<file path="src/rtl/ysyx_22040750_ifu_pc_pkg.sv">
// Shared definitions for the IFU PC / fetch block: state encoding, defaults, helpers.
package ysyx_22040750_ifu_pc_pkg;

  // Fetch sequencer states (binary encoded)
  typedef enum logic [2:0] {
    S_REQ  = 3'd0,  // issue imem request for pc
    S_RSP  = 3'd1,  // wait for the response strobe
    S_DROP = 3'd2,  // flushed while outstanding: swallow the response
    S_OUT  = 3'd3,  // present {inst, pc, snpc} to IF/ID
    S_NPC  = 3'd4   // wait for the next pc from the dnpc producer
  } ifu_state_e;

  localparam logic [31:0] IFU_RESET_PC   = 32'h8000_0000;
  localparam int          IFU_ILEN_BYTES = 4;

  // Instruction addresses are word aligned; low bits are dropped on accept
  function automatic logic [31:0] ifu_align_pc(input logic [31:0] a);
    return {a[31:2], 2'b00};
  endfunction

endpackage

</file>
<file path="src/rtl/ysyx_22040750_ifu_pc.sv">
// Architectural PC holder and single-outstanding instruction fetcher.
// One request per PC; the next PC is only taken once the current instruction
// has been handed to IF/ID (or flushed).
module ysyx_22040750_ifu_pc
  import ysyx_22040750_ifu_pc_pkg::*;
#(
  parameter logic [31:0] RESET_PC   = IFU_RESET_PC,
  parameter int          ILEN_BYTES = IFU_ILEN_BYTES
) (
  input  logic        I_clk,
  input  logic        I_rst_n,
  input  logic        I_dnpc_valid,
  output logic        O_dnpc_ready,
  input  logic [31:0] I_dnpc,
  output logic        O_imem_req,
  input  logic        I_imem_gnt,
  output logic [31:0] O_imem_addr,
  input  logic        I_imem_rvalid,
  input  logic [31:0] I_imem_rdata,
  output logic        O_IF_ID_valid,
  input  logic        I_IF_ID_ready,
  output logic [31:0] O_inst,
  output logic [31:0] O_pc,
  output logic [31:0] O_snpc,
  input  logic        I_flush,
  output logic        O_misalign
);

  ifu_state_e  state, state_nxt;
  logic        live;       // low while in reset and for the first cycle after release
  logic [31:0] pc;
  logic [31:0] inst;
  logic        misalign;

  // Gate the request until one edge after reset release so nothing is
  // driven to memory while reset is (or has just been) asserted
  always_ff @(posedge I_clk or negedge I_rst_n) begin
    if (!I_rst_n) live <= 1'b0;
    else          live <= 1'b1;
  end

  // State register
  always_ff @(posedge I_clk or negedge I_rst_n) begin
    if (!I_rst_n) state <= S_REQ;
    else          state <= state_nxt;
  end

  // Next-state logic; flush dominates any same-cycle handshake except dnpc accept
  always_comb begin
    state_nxt = state;
    unique case (state)
      S_REQ: begin
        if (live) begin
          if (I_flush)         state_nxt = S_NPC;
          else if (I_imem_gnt) state_nxt = S_RSP;
        end
      end
      S_RSP: begin
        // Flush with the response in the same cycle: the response is consumed
        // and dropped here, so there is nothing left to wait for in S_DROP
        if (I_flush)            state_nxt = I_imem_rvalid ? S_NPC : S_DROP;
        else if (I_imem_rvalid) state_nxt = S_OUT;
      end
      S_DROP: if (I_imem_rvalid)               state_nxt = S_NPC;
      S_OUT:  if (I_flush || I_IF_ID_ready)    state_nxt = S_NPC;
      S_NPC:  if (I_dnpc_valid)                state_nxt = S_REQ;
      default:                                 state_nxt = S_REQ;
    endcase
  end

  // Instruction capture on an un-flushed response
  always_ff @(posedge I_clk or negedge I_rst_n) begin
    if (!I_rst_n)                                           inst <= '0;
    else if (state == S_RSP && I_imem_rvalid && !I_flush)   inst <= I_imem_rdata;
  end

  // PC update and sticky misalign flag on dnpc accept
  always_ff @(posedge I_clk or negedge I_rst_n) begin
    if (!I_rst_n) begin
      pc       <= RESET_PC;
      misalign <= 1'b0;
    end else if (state == S_NPC && I_dnpc_valid) begin
      pc       <= ifu_align_pc(I_dnpc);
      misalign <= misalign | (|I_dnpc[1:0]);
    end
  end

  // Handshake outputs are pure state decodes
  assign O_imem_req    = live && (state == S_REQ);
  assign O_dnpc_ready  = (state == S_NPC);
  assign O_IF_ID_valid = (state == S_OUT);
  assign O_imem_addr   = pc;
  assign O_pc          = pc;
  assign O_snpc        = pc + 32'(ILEN_BYTES);
  assign O_inst        = inst;
  assign O_misalign    = misalign;

endmodule

</file>
<file path="config.mk">
export PLATFORM = sky130hd
export DESIGN_NAME = ysyx_22040750_ifu_pc
export DESIGN_NICKNAME = d
export VERILOG_FILES = /design/src/rtl/ysyx_22040750_ifu_pc_pkg.sv /design/src/rtl/ysyx_22040750_ifu_pc.sv
export SDC_FILE = /design/constraint.sdc
export NUM_CORES = 1
export LEC_CHECK = 0
export CAP_MARGIN = 10
export CORE_ASPECT_RATIO = 2
export CORE_MARGIN = 5
export CORE_UTILIZATION = 39
export CTS_CLUSTER_SIZE = 40
export DETAILED_ROUTE_END_ITERATION = 10
export GPL_ROUTABILITY_DRIVEN = 0
export GPL_TIMING_DRIVEN = 0
export PLACE_DENSITY_LB_ADDON = 0.1
export SLEW_MARGIN = 20
export SYNTH_ARGS = -nofsm -noshare
export SYNTH_HDL_FRONTEND = slang
export SYNTH_SLANG_ARGS = --single-unit
</file>
<file path="constraint.sdc">
create_clock -name I_clk -period 2.8 [get_ports I_clk]
set_input_delay 0.84 -clock I_clk [delete_from_list [all_inputs] [get_ports I_clk]]
set_output_delay 0.84 -clock I_clk [all_outputs]
set_load 0.02 [all_outputs]
</file>
==> reports/results.ini <==
[detailed_routing]
ant_nets = 0
via_per_inst = 4.85
post_drt_wl_per_cell_um = 17.0
drc = 0
first_pass_iters = 4
vias = 3145
routed_wl_um = 11000
drt_iter0_drc = 126

[power_and_ir_drop]
pwr_density_cell_nw_per_um2 = 1240
seqPwrFrac_pct = 23.8
clockPowerShare_pct = 14.4
pwr-share-comb_pct = 61.8
finalPower_uw = 7870
p_sw_share_pct = 40.1
vdd_drop_max_uv = 730
p_sw_uw = 3160
cellInternalPower_uw = 4710
leakage_uw = 0.00282

[timing]
report.final.setup_viol = 0
hold_violations = 0
min_period_ps = 2760
maxSlewViolCount = 0
rsz0062_at_grt = yes
post-route-period-util_pct = 98.7
fmax_mhz = 362
skew_ps = 3.59
tns_ps = 0

[place]
placedInstanceArea_um2 = 5680
dpl.hpwl_um = 8310
post-place-cells = 600
io_buffers = 196

[global_routing]
grt_pass1_vias = 3246
grt_max_degree = 36
grt_use_total_pct = 18.9
antenna_found_initial = 0
gr-total-overflow = 0
grt_pass1_wl_um = 16800

[clocking]
cts_hold_buf = 0
numCtsBuffers = 9
clk_latency_ps = 330
ctsLongestPathBuffers = 2
htreeDepth = 3
clockRootBuffer = clkbuf_16
cts.sink_count = 67
clk_pin_slew_worst_paths_ps = 60
cts_tree = built

[worst_setup_path]
cp.arrival_ps = 1920
crit_fanout = 10
worstPathRequired_ps = 1960
startpoint_type = flip-flop
cp-end-kind = output port
path_class = flip-flop to output port

[floorplan]
die_x_um = 77.5
coreArea_um2 = 8950
ioPinCount = 203
fp.dieH_um = 145
die_area_um2 = 11300
start_util_pct = 39.8
num_rows = 49

[synthesis]
async_flop_share_pct = 100
synth_cells = 296
ys.warnings.count = 0
synth-main-ff-cell = dfrtp_1
avgSynthCellArea_um2 = 12.0
post_synth_num_cell_types = 37
netlist_area_um2 = 3560
ys_ff_latch = 67
seq_area_frac_synth_pct = 47.2
synth-edff-count = 0

[final_layout]
fill_cells = 694
stdcell_count = 648
fin_area_um2 = 6370
layout-area-overhead-vs-synth_pct = 78.9
layout.nets = 613
diodes = 0
final_core_util_pct = 71.1
drive_gt1_share_pct = 40.3

[status]
status = complete, no violations

[hold_path]
hp-class = input pin to asynchronous set/reset pin

[run]
cap_violations = 0

## area by class of cell
| type | count | area, um2 | area share [%] |
|---|---|---|---|
| clock buffer | 10 | 239 | 3.75 |
| multi-input combinational | 181 | 1680 | 26.4 |
| inverter | 5 | 18.8 | 0.295 |
| timing repair buffer | 229 | 2160 | 34.0 |
| tap | 102 | 128 | 2.00 |
| buffer | 48 | 377 | 5.92 |
| clock inverter | 6 | 65.1 | 1.02 |
| sequential | 67 | 1700 | 26.7 |
## logic make-up after synthesis
family	count (synthesis)	share of synthesized area, %
flops	67	47.2
compound gates	9	1.41
buf+inv	53	10.3
mux	60	19.0
xor+xnor	29	7.14
other cells	2	0.211
simple gates	75	14.4
fa+ha+maj	1	0.352
## per-stage QoR
stage	hold WS [ps]	worst slack [ps]
final	457	35.6
after global routing	484	-52.6
after CTS	472	-0.734
after detailed placement	459	-407
after global placement	451	-1500
after floorplan	504	194
## power by group through the flow
stage | Combinational, uW | Clock [uW] | Sequential [uW]
after global routing | 5110 | 1210 | 1940
after floorplan | 1820 | 0 | 2380
final | 4860 | 1130 | 1870
after CTS | 4690 | 1170 | 1890
after global placement | 4430 | 0 | 1940
after detailed placement | 4490 | 0 | 1960
## registers in the layout, summed over array words and instances (netlist names)
| name | count |
|---|---|
| O_inst | 32 |
| O_imem_addr | 30 |
| state | 3 |
| O_misalign | 1 |
| live | 1 |
## what timing repair did
item	CTS	global route
buffers inserted	15	17
endpoints found under the setup margin	26	24
pin swaps	0	2
gates resized for setup	114	30
## cells in the final DEF (no fill, tap or decap), drive strengths merged, types with 2 or more instances in the layout
cell type / Yosys / final
clkdlybuf4s50: 0 / 172
buf: 47 / 98
dfrtp: 66 / 66
mux2: 60 / 60
xor2: 21 / 21
nand3: 14 / 14
nor4: 14 / 14
nand2: 13 / 13
clkbuf: 1 / 11
nor3: 9 / 9
xnor2: 8 / 8
conb: 2 / 7
and3: 6 / 6
inv: 5 / 5
nor2: 5 / 5
o21ai: 5 / 5
clkdlybuf4s15: 0 / 5
clkinv: 0 / 4
a21oi: 3 / 3
and2: 2 / 2
and4: 2 / 2
nand4: 2 / 2
or3: 2 / 2
nor3b: 2 / 2
## synth_stat cells (all sizes together) (2+ instances only)
master | count | area share [%]
a21oi | 3 | 0.42
and2 | 2 | 0.35
and3 | 6 | 1.2
and4 | 2 | 0.49
buf | 47 | 9.7
conb | 2 | 0.21
dfrtp | 66 | 46
inv | 5 | 0.53
mux2 | 60 | 19
nand2 | 13 | 1.4
nand3 | 14 | 2.5
nand4 | 2 | 0.35
nor2 | 5 | 0.53
nor3 | 9 | 1.3
nor3b | 2 | 0.56
nor4 | 14 | 4.6
o21ai | 5 | 0.70
or3 | 2 | 0.35
xnor2 | 8 | 2.0
xor2 | 21 | 5.2
## metal layers
layer  part of all wire [%]  global-route usage [%]  vias to the layer above  routed length [um]
met3                    7.9                    6.27                       14                 871
met4                    1.9                    6.63                        0                 208
met1                     32                    17.6                     1516                3480
li1                       -                       -                     1480                   -
met5                      0                       0                        -                   0
met2                     59                    36.8                      135                6460
## critical path, cell delays in order, from the launching register on
cell and delay [ps]:
dfrtp_2 380, and3_4 220, nand3_4 140, buf_12 200, nor4_2 280, xor2_1 200
buf_4 170
## worst paths after layout
kind / from / endpoint / slack (ps) / depth (start not counted)
worst max register to register: state[1] / O_imem_addr[16] / 1060 / 5
max in group asynchronous: I_rst_n / O_imem_addr[31] / 1730 / 2
worst min register to register: O_misalign / O_misalign / 480 / 1
min in group I_clk: O_misalign / O_misalign / 480 / 1
worst min-delay path: I_rst_n / O_imem_addr[21] / 460 / 1
worst max-delay path: O_imem_addr[5] / O_snpc[24] / 40 / 6
Note: power is estimated with default switching activity, not from simulation.
